$ cat src/rtl/complex_mult_driver.sv
// Initiator for the complex multiplier: buffers host operand sets, issues one transaction
// at a time over op_val/op_ready, and queues the products for a downstream consumer.
module complex_mult_driver #(
   parameter int DATA_WIDTH = 8,
   parameter int FIFO_DEPTH = 4,
   parameter int CNT_WIDTH  = 16
) (
   input  logic                    clk,
   input  logic                    rstn,
   input  logic                    sw_rst,
   input  logic                    in_val,
   output logic                    in_ready,
   input  logic [DATA_WIDTH-1:0]   in_op_1_re,
   input  logic [DATA_WIDTH-1:0]   in_op_1_im,
   input  logic [DATA_WIDTH-1:0]   in_op_2_re,
   input  logic [DATA_WIDTH-1:0]   in_op_2_im,
   output logic                    m_op_val,
   input  logic                    m_op_ready,
   output logic [DATA_WIDTH-1:0]   m_op_1_re,
   output logic [DATA_WIDTH-1:0]   m_op_1_im,
   output logic [DATA_WIDTH-1:0]   m_op_2_re,
   output logic [DATA_WIDTH-1:0]   m_op_2_im,
   input  logic                    m_res_val,
   output logic                    m_res_ready,
   input  logic [2*DATA_WIDTH-1:0] m_result_re,
   input  logic [2*DATA_WIDTH-1:0] m_result_im,
   output logic                    out_val,
   input  logic                    out_ready,
   output logic [2*DATA_WIDTH-1:0] out_re,
   output logic [2*DATA_WIDTH-1:0] out_im,
   output logic                    busy,
   output logic [CNT_WIDTH-1:0]    done_cnt
);

   localparam int AW = $clog2(FIFO_DEPTH);
   localparam int EW = 4 * DATA_WIDTH;

   typedef enum logic [1:0] {IDLE, ISSUE, WAIT_RES} state_t;

   state_t        state;
   logic [EW-1:0] op_mem  [FIFO_DEPTH];
   logic [EW-1:0] res_mem [FIFO_DEPTH];
   logic [AW-1:0] op_wr, op_rd, res_wr, res_rd;
   logic [AW:0]   op_cnt, res_cnt;
   logic          op_push, op_pop, res_push, res_pop;

   // Depth is a power of two and count never exceeds it, so the MSB alone flags full.
   assign in_ready    = !op_cnt[AW];
   assign op_push     = in_val && in_ready;
   assign op_pop      = (state == ISSUE) && m_op_ready;
   assign m_res_ready = (state == WAIT_RES) && !res_cnt[AW];
   assign res_push    = m_res_val && m_res_ready;
   assign out_val     = (res_cnt != '0);
   assign res_pop     = out_val && out_ready;
   assign out_re      = res_mem[res_rd][EW-1 -: 2*DATA_WIDTH];
   assign out_im      = res_mem[res_rd][2*DATA_WIDTH-1:0];
   assign busy        = (state != IDLE) || (op_cnt != '0);

   always_ff @(posedge clk or negedge rstn) begin
      if (!rstn) begin
         op_wr  <= '0;
         op_rd  <= '0;
         op_cnt <= '0;
         for (int i = 0; i < FIFO_DEPTH; i++) op_mem[i] <= '0;
      end else if (sw_rst) begin
         op_wr  <= '0;
         op_rd  <= '0;
         op_cnt <= '0;
         for (int i = 0; i < FIFO_DEPTH; i++) op_mem[i] <= '0;
      end else begin
         if (op_push) begin
            op_mem[op_wr] <= {in_op_1_re, in_op_1_im, in_op_2_re, in_op_2_im};
            op_wr         <= op_wr + 1'b1;
         end
         if (op_pop) op_rd <= op_rd + 1'b1;
         case ({op_push, op_pop})
            2'b10:   op_cnt <= op_cnt + 1'b1;
            2'b01:   op_cnt <= op_cnt - 1'b1;
            default: op_cnt <= op_cnt;
         endcase
      end
   end

   always_ff @(posedge clk or negedge rstn) begin
      if (!rstn) begin
         res_wr  <= '0;
         res_rd  <= '0;
         res_cnt <= '0;
         for (int i = 0; i < FIFO_DEPTH; i++) res_mem[i] <= '0;
      end else if (sw_rst) begin
         res_wr  <= '0;
         res_rd  <= '0;
         res_cnt <= '0;
         for (int i = 0; i < FIFO_DEPTH; i++) res_mem[i] <= '0;
      end else begin
         if (res_push) begin
            res_mem[res_wr] <= {m_result_re, m_result_im};
            res_wr          <= res_wr + 1'b1;
         end
         if (res_pop) res_rd <= res_rd + 1'b1;
         case ({res_push, res_pop})
            2'b10:   res_cnt <= res_cnt + 1'b1;
            2'b01:   res_cnt <= res_cnt - 1'b1;
            default: res_cnt <= res_cnt;
         endcase
      end
   end

   // Transaction sequencer: operands are latched on IDLE->ISSUE and held through the handshake.
   always_ff @(posedge clk or negedge rstn) begin
      if (!rstn) begin
         state    <= IDLE;
         m_op_val <= 1'b0;
         {m_op_1_re, m_op_1_im, m_op_2_re, m_op_2_im} <= '0;
         done_cnt <= '0;
      end else if (sw_rst) begin
         state    <= IDLE;
         m_op_val <= 1'b0;
         {m_op_1_re, m_op_1_im, m_op_2_re, m_op_2_im} <= '0;
         done_cnt <= '0;
      end else begin
         case (state)
            IDLE: begin
               if (op_cnt != '0) begin
                  {m_op_1_re, m_op_1_im, m_op_2_re, m_op_2_im} <= op_mem[op_rd];
                  m_op_val <= 1'b1;
                  state    <= ISSUE;
               end
            end
            ISSUE: begin
               if (m_op_ready) begin
                  m_op_val <= 1'b0;
                  state    <= WAIT_RES;
               end
            end
            WAIT_RES: begin
               if (res_push) begin
                  done_cnt <= done_cnt + 1'b1;
                  state    <= IDLE;
               end
            end
            default: begin
               m_op_val <= 1'b0;
               state    <= IDLE;
            end
         endcase
      end
   end

endmodule
$ cat config.mk
export PLATFORM = sky130hd
export DESIGN_NAME = complex_mult_driver
export DESIGN_NICKNAME = d
export VERILOG_FILES = /design/src/rtl/complex_mult_driver.sv
export SDC_FILE = /design/constraint.sdc
export NUM_CORES = 1
export LEC_CHECK = 0
export CAP_MARGIN = 10
export CORE_ASPECT_RATIO = 2
export CORE_MARGIN = 2
export CORE_UTILIZATION = 35
export DETAILED_ROUTE_END_ITERATION = 7
export DONT_BUFFER_PORTS = 1
export GPL_TIMING_DRIVEN = 1
export SLEW_MARGIN = 20
export SYNTH_ARGS = -nofsm -noshare
export SYNTH_HDL_FRONTEND = slang
export SYNTH_SLANG_ARGS = --single-unit
$ cat constraint.sdc
create_clock -name clk -period 3.8 [get_ports clk]
set_clock_uncertainty 0.1 [all_clocks]
set_input_delay 0.57 -clock clk [delete_from_list [all_inputs] [get_ports clk]]
set_output_delay 0.57 -clock clk [all_outputs]
set_load 0.01 [all_outputs]
==> metrics.cfg, run 1 <==
[power]
switching_share_pct=27.5
seq_power_share_pct=44.0
p_leak_nw=6.56
p_per_area_nw_per_um2=531
clockPowerShare_pct=42.5
vdd_drop_max_uv=384
p_int_mw=6.27
switching_power_mw=2.38
p_comb_share_pct=13.4
total_power_mw=8.65

[floorplan]
core_area_um2=41500
die_h_um=293
initial_core_util_pct=35.2
die_area_um2=43500
die_w_um=149
io_pins=156
row_count=106

[job]
drv_cap=0

[yosys]
synth-edff-count=0
ys_seq_elements=321
ys_warn_count=0
yosysMostFrequentCell=nand2_1
async_flop_share_pct=100
netlist-cell-type-count=41
yosys-top-cells-area=dfrtp_1 (55%), nand2_1 (15%), a21oi_1 (10%)
syn_nets=1614
synth_flop_cell=dfrtp_1
syn_inst=1532
synth_top_area_share_pct=54.9
ys_top_cells_by_count=nand2_1 (598), dfrtp_1 (321), a21oi_1 (300)
netlist_area_um2=14600
seq_area_frac_synth_pct=54.9
synth_top_cell_by_area=dfrtp_1
syn_area_per_cell_um2=9.54

[placed_design]
port_buffers=0
gp_congestion=0.740
dp_hpwl_mm=21.4

[clock_network]
htreeDepth=2
cts_buffer_depth=3
hold_buffers=3
post_cts_buffers=0
root_buffer=clkbuf_16
cts_tree=built
cts_buffers=34
clkTransAtPathRegs_ns=0.07
insertion_delay_ns=0.53
clock_sink_count=321

[sta]
hold_ws_ns=-0.332
rsz0062_at_grt=no
setup_tns_ns=0
worst_pin_slew_ns=0.960
fmax_mhz=354
period_needed_ns=2.83
relSlewSlack_pct=36.0
hold_viol=321
report.final.slew_viol_count=0
post-route-period-util_pct=74.4
setup_viol=0

[finish]
area_delta_synth_final_pct=11.3
num-nets-final=1556
drive_gt1_share_pct=10.5
diodes=0
final_core_util_pct=39.2

[global_routing]
antenna_found_initial=0
grt_max_degree=322
grt_pass1_vias=11011
overflow=0
grt_pass1_wl_mm=62.9
track_usage_pct=18.3

[routing]
num_vias=10514
drc=0
ant_nets=0
wl_per_cell_um=19.3
drt_iter0_markers=732
dr.pass1.iters=5
vias_per_cell=5.16
wirelength_mm=39.4

[worst_setup_path]
crit_path_start_kind=flip-flop
required_ns=3.13
cp.arrival_ns=2.16
path_class=flip-flop to output pin
crit_path_end_kind=output pin
cp_max_fo=21

[outcome]
outcome=finished with violations
violations=hold timing

[hold_path]
hold_class=primary input to asynchronous set/reset pin

[state kept, by name, summed over array words and instances (netlist names)]
register	cells
res_mem	128
state	2
m_op_val	1
res_cnt	3
m_op_1_im	8
m_op_2_im	8
op_cnt	3
op_rd	2
op_wr	2
res_wr	2
m_op_1_re	8
m_op_2_re	8
res_rd	2
op_mem	128
done_cnt	16
[final timing paths]
| path | from | end | slack [ns] | depth (start not counted) |
|---|---|---|---|---|
| hold reg to reg | op_mem[63] | op_mem[63] | 0.42 | 2 |
| setup reg to reg | state[1] | res_mem[38] | 1.25 | 5 |
| hold / removal | rstn | res_mem[12] | -0.33 | 0 |
| max in group asynchronous | rstn | res_rd[0] | 3.39 | 0 |
| min in group clk | m_result_im[11] | res_mem[75] | 0.05 | 2 |
| setup / recovery | res_rd[0] | out_re[5] | 0.97 | 2 |
[power groups by stage]
stage               logic (mW)  registers, mW  clock network, mW
floorplan                0.973           3.75                  0
global placement          1.15           3.87                  0
detailed placement        1.17           3.88                  0
CTS                       1.18           3.82               3.80
global route              1.29           3.84               3.91
finish                    1.16           3.81               3.68
[area by class of cell]
| cell class | count | area (µm²) |
|---|---|---|
| fillers | 4126 | 25200 |
| flip-flops and latches | 321 | 8040 |
| multi-input cells | 1082 | 6060 |
| clock buffers | 39 | 921 |
| well taps | 540 | 676 |
| clock inverters | 20 | 310 |
| repair buffers | 26 | 238 |
| inverters | 9 | 33.8 |
[through the flow]
stage          instance area [µm²]  std cells  setup WS, ns
3_5_place_dp                 15000       1975          1.31
4_1_cts                      16300       2037         0.886
5_1_grt                      16300       2037         0.824
6_report                     16300       2037         0.972
3_3_place_gp                 15000       1975          1.37
2_1_floorplan                14600       1532          1.52
[per-layer routing]
layer	up-vias	wire, µm	global-route usage, %	share of wire [%]
li1	4976	-	-	-
met1	5218	16300	24.1	41
met2	272	19300	29.9	49
met3	48	3010	4.80	7.6
met4	0	765	4.90	1.9
met5	-	0	0	0
[timing repair]
| action | in CTS | in global routing |
|---|---|---|
| endpoints found under the hold margin | 351 | 321 |
| gates resized for setup | 0 | 0 |
| setup endpoints to repair | 0 | 0 |
[placed cells by master (no fill, tap or decap), drive strengths merged, types with 6 or more instances in the layout]
cell type / n
buf: 24
and2: 11
nand2: 598
clkinv: 10
dfrtp: 321
clkbuf: 39
nand4: 6
nor2: 29
a21oi: 300
inv: 11
mux4: 64
xnor2: 10
nor3: 6
ha: 9
bufinv: 7
[worst max-delay path, cell delays in order, from the launching register on]
cell and delay, ns:
dfrtp_2 0.70, buf_12 0.28, mux4_2 0.61
[cell families (layout without fill, tap and decap cells)]
| family | Yosys count | count (layout) | share of synthesized area, % |
|---|---|---|---|
| DFF | 321 | 321 | 54.9 |
| and+or+nand+nor | 676 | 676 | 18.5 |
| buffers and inverters | 129 | 94 | 3.63 |
| xor gates and xnor gates | 15 | 15 | 0.898 |
| adders and majority gates | 11 | 11 | 1.04 |
| muxes | 68 | 68 | 10.1 |
| AOI/OAI and AO/OA | 312 | 312 | 10.9 |
Power figures use the tool's default switching activity.
==> run 2: changes to the inputs <==
==> constraint.sdc (replaced) <==
create_clock -name clk -period 2.5 [get_ports clk]
set_clock_uncertainty 0.1 [all_clocks]
set_input_delay 0.375 -clock clk [delete_from_list [all_inputs] [get_ports clk]]
set_output_delay 0.375 -clock clk [all_outputs]
set_load 0.01 [all_outputs]
==> run 2 against run 1 <==
  * The run still ends with hold timing left
  * First-iteration DRC count rose by 19%
  * Wire length rose by 8.9%
  * Sequential power rose by 50%
  * Critical path depth rose by 5
  * Worst hold slack got worse by 0.26 ns
  * Via count rose by 12%
  * Setup slack got worse by 0.88 ns
  * Critical endpoint is now res_mem[83]
  * Largest cell class unchanged
  * Largest power group unchanged
  * Highest routed layer is now met5
==> metrics.cfg, run 2 (synthesis results as in run 1) <==
[outcome]
outcome=finished with violations
violations=hold timing

[job]
drv_cap=0

[global_routing]
grt_pass1_wl_mm=68.1
track_usage_pct=19.4
grt_max_degree=322
grt_pass1_vias=12497
antenna_found_initial=2
overflow=0

[placed_design]
gp_congestion=0.757
port_buffers=0
dp_hpwl_mm=21.8
pre_cts_ws_ns=0.550

[floorplan]
die_area_um2=43500
die_w_um=149
core_area_um2=41500
die_h_um=293
io_pins=156
row_count=106
initial_core_util_pct=35.2

[power]
clockPowerShare_pct=38.6
p_comb_share_pct=17.4
p_per_area_nw_per_um2=686
switching_share_pct=28.0
seq_power_share_pct=44.0
vdd_drop_max_uv=471
p_leak_nw=8.24
p_int_mw=9.39
total_power_mw=13.0
switching_power_mw=3.65

[clock_network]
hold_buffers=249
cts_buffers=31
cts_buffer_depth=3
clkTransAtPathRegs_ns=0.07
htreeDepth=1
root_buffer=clkbuf_16
clock_sink_count=321
cts_tree=built
insertion_delay_ns=0.57

[sta]
fmax_mhz=415
report.final.slew_viol_count=0
post-route-period-util_pct=96.3
rsz0062_at_grt=yes
hold_ws_ns=-0.594
setup_viol=0
worst_pin_slew_ns=0.905
setup_slack_ns=0.0930
hold_viol=321
relSlewSlack_pct=39.7
period_needed_ns=2.41

[finish]
layout_commonest_cell=nand2_1
top_regs=op_mem: 128 flops, res_mem: 128 flops, done_cnt: 16 flops
area_delta_synth_final_pct=30.0
n_fill_cell=3888
final_cell_mix=nand2_1 (598), dfrtp_1 (316), a21oi_1 (300)
num-nets-final=1816
drive_gt1_share_pct=10.5

[worst_setup_path]
r2r_cells=7
startpoint=res_cnt[2]
r2r-start=res_cnt[2]
cp.arrival_ns=2.81
crit_path_start_kind=flip-flop
cp_max_fo=20
required_ns=2.91
path_class=flip-flop to flip-flop
crit_path_end_kind=flip-flop

[routing]
ant_nets=0
drt_iter0_markers=870
dr.pass1.iters=7
num_vias=11774
wirelength_mm=42.9
wl_per_cell_um=18.6
drc=0
vias_per_cell=5.12

[hold_path]
hold_class=primary input to asynchronous set/reset pin

## run 2: layer usage
metal	vias to the layer above	share of wire, %	GRT usage [%]
met5	-	0.030	0
met4	2	2.0	5.20
met3	63	6.7	4.02
met2	339	49	32.3
met1	5870	42	25.8
li1	5500	-	-
## run 2: through the flow
stage | area, µm² | TNS (ns) | cells | utilization (%)
floorplan | 14600 | 0 | 1532 | -
global placement | 15200 | 0 | 1985 | 36.7
global route | 19000 | -0.0228 | 2299 | 45.8
detailed placement | 15200 | 0 | 1985 | 36.7
CTS | 18800 | 0 | 2291 | 45.4
finish | 19000 | 0 | 2299 | 45.8
## run 2: power groups by stage
stage | registers [mW] | clock network [mW] | logic [mW]
4_1_cts | 5.73 | 5.18 | 2.26
3_3_place_gp | 5.81 | 0 | 1.92
5_1_grt | 5.78 | 5.38 | 2.49
6_report | 5.73 | 5.04 | 2.27
3_5_place_dp | 5.82 | 0 | 1.94
2_1_floorplan | 5.71 | 0 | 1.48
## run 2: final cells by class
type                       instances  area, µm²  area share, %
antenna                            1       2.50         0.0132
clock buffer                      41        893           4.70
multi-input combinational       1082       6100           32.1
clock inverter                    16        198           1.04
sequential                       321       8040           42.3
tap                              540        676           3.56
inverter                           9       33.8          0.178
timing repair buffer             289       3060           16.1
## run 2: final timing paths
kind	end	slack, ns
setup / recovery	res_mem[83]	0.09
hold / removal	res_mem[105]	-0.59
setup reg to reg	res_mem[83]	0.09
hold reg to reg	op_mem[44]	0.42
max in group asynchronous	op_rd[0]	2.05
min in group clk	res_cnt[2]	0.15
## run 2: worst max-delay path, stage by stage (launching register included)
cell and delay, ns:
dfrtp_1 0.45, and4bb_2 0.36, buf_8 0.17, and2_2 0.25, buf_12 0.20, nand2_1 0.08, a21oi_1 0.15, dlygate4sd3_1 0.57
## run 2: repair_timing
| item | 4_1_cts | 5_1_grt |
|---|---|---|
| endpoints found under the hold margin | 642 | 321 |
| buffers inserted | 0 | 3 |
| gates resized for setup | 0 | 17 |
| setup endpoints to repair | 0 | 143 |
==> run 3: changes to the inputs <==
--- a/config.mk
+++ b/config.mk
@@ -7,11 +7,12 @@
 export LEC_CHECK = 0
 export CAP_MARGIN = 10
 export CORE_ASPECT_RATIO = 2
-export CORE_MARGIN = 2
-export CORE_UTILIZATION = 35
+export CORE_UTILIZATION = 58
 export DETAILED_ROUTE_END_ITERATION = 7
 export DONT_BUFFER_PORTS = 1
 export GPL_TIMING_DRIVEN = 1
+export PLACE_DENSITY = 0.76
+export RECOVER_POWER = 25
 export SLEW_MARGIN = 20
 export SYNTH_ARGS = -nofsm -noshare
 export SYNTH_HDL_FRONTEND = slang
==> run 3 against run 2 <==
  * The flow still finishes with violations (hold timing)
  * First-iteration DRC count grew 37%
  * Clock-buffer cell count up 2
  * Maximum frequency decreased by 2.0%
  * Die area down 41%
  * Clock power shrank 11%
  * Power decreased by 4.4%
  * Via count up 5.4%
  * Worst hold slack better by 0.0070 ns
  * Critical path type unchanged
  * Final cell count shrank 9.4%
  * Flip-flop and latch count unchanged
  * Highest routed layer is now met4
  * Setup slack worse by 0.048 ns
  * Non-clock buffer count is 3 lower
==> metrics.cfg, run 3 (synthesis results as in run 1) <==
[routing]
drt_iter0_markers=1196
vias_per_cell=5.96
ant_nets=0
dr.pass1.iters=6
wl_per_cell_um=20.4
wirelength_mm=42.4
drc=0
num_vias=12408

[sta]
relSlewSlack_pct=49.6
setup_tns_ns=0
report.final.slew_viol_count=0
setup_viol=0
post-route-period-util_pct=98.2
worst_pin_slew_ns=0.756
hold_ws_ns=-0.587
fmax_mhz=407
period_needed_ns=2.46
hold_viol=321

[clock_network]
clkTransAtPathRegs_ns=0.07
cts_tree=built
htreeDepth=1
root_buffer=clkbuf_16
insertion_delay_ns=0.55
hold_buffers=250
clock_sink_count=321
cts_buffers=28
cts_buffer_depth=3

[worst_setup_path]
crit_path_start_kind=flip-flop
required_ns=2.89
crit_path_end_kind=flip-flop
cp.arrival_ns=2.84
path_class=flip-flop to flip-flop
cp_max_fo=32

[power]
total_power_mw=12.5
p_leak_nw=8.09
p_per_area_nw_per_um2=677
vdd_drop_max_uv=649

[finish]
num-nets-final=1810
seq_area_um2=8040
area_delta_synth_final_pct=26.0
final_cell_mix=nand2_1 (598), dfrtp_1 (317), a21oi_1 (300)
drive_gt1_share_pct=9.20
n_fill_cell=1601
diodes=0
multi_input_area_um2=6070
layout_commonest_cell=nand2_1
top_regs=op_mem: 128 flops, res_mem: 128 flops, done_cnt: 16 flops
final_core_util_pct=74.8

[global_routing]
grt_busiest_layer=met2
grt_max_degree=322
grt_pass1_vias=12974
antenna_found_initial=0
gr-usage-met1_pct=36.2
grt_util_met3_pct=5.72
grt_pass1_wl_mm=66.2
track_usage_pct=32.9
overflow=0
use_met2_pct=61.1

[floorplan]
die_w_um=114
row_count=81
die_h_um=227
core_area_um2=24600
initial_core_util_pct=59.4
io_pins=156
die_area_um2=25900

[job]
drv_cap=0

[placed_design]
gp_congestion=0.786
dp_hpwl_mm=21.2
port_buffers=0

[outcome]
outcome=finished with violations
violations=hold timing

[hold_path]
hold_class=primary input to asynchronous set/reset pin

-- run 3: stage by stage --
step / setup slack [ns] / instances / area [µm²]
2_1_floorplan: 0.239 / 1532 / 14600
3_3_place_gp: 0.495 / 1777 / 14900
3_5_place_dp: 0.445 / 1777 / 14900
4_1_cts: 0.0241 / 2079 / 18300
5_1_grt: -0.0374 / 2082 / 18400
6_report: 0.0448 / 2082 / 18400
-- run 3: final cells by class --
cell class,instances,area share (%)
repair buffers,286,15.9
clock inverters,9,0.550
well taps,332,2.25
clock buffers,43,4.55
multi-input cells,1082,33.0
inverters,9,0.183
flip-flops and latches,321,43.6
-- run 3: layer usage --
metal,vias up,share of wire (%)
li1,5485,-
met1,6205,34
met2,594,54
met3,124,7.7
met4,0,3.9
met5,-,0
-- run 3: final timing paths --
path	to	slack, ns	depth (start not counted)	startpoint
setup / recovery	res_mem[33]	0.04	7	state[1]
hold / removal	res_mem[121]	-0.59	0	rstn
setup reg to reg	res_mem[33]	0.04	7	state[1]
hold reg to reg	op_mem[50]	0.42	2	op_mem[50]
max in group asynchronous	res_mem[6]	2.24	0	rstn
min in group clk	op_cnt[2]	0.07	3	in_val
-- run 3: critical path, cell delays in order, from the launching register on --
cell and delay [ns]:
dfrtp_2 0.48, and4bb_2 0.27, buf_6 0.17, nand2_1 0.08
buf_4 0.38, nand2_1 0.14, a21oi_1 0.18, dlygate4sd3_1 0.57
-- run 3: timing repair --
item	4_1_cts	5_1_grt
endpoints found under the hold margin	641	321
setup endpoints to repair	0	106
setup buffers	0	1
gates resized for setup	0	15
-- run 3: where the power goes --
group	total, mW	switching, mW	internal, mW
logic	2.25	1.25	0.994
clock network	4.47	1.95	2.52
registers	5.75	0.294	5.46
total	12.5	3.50	8.97
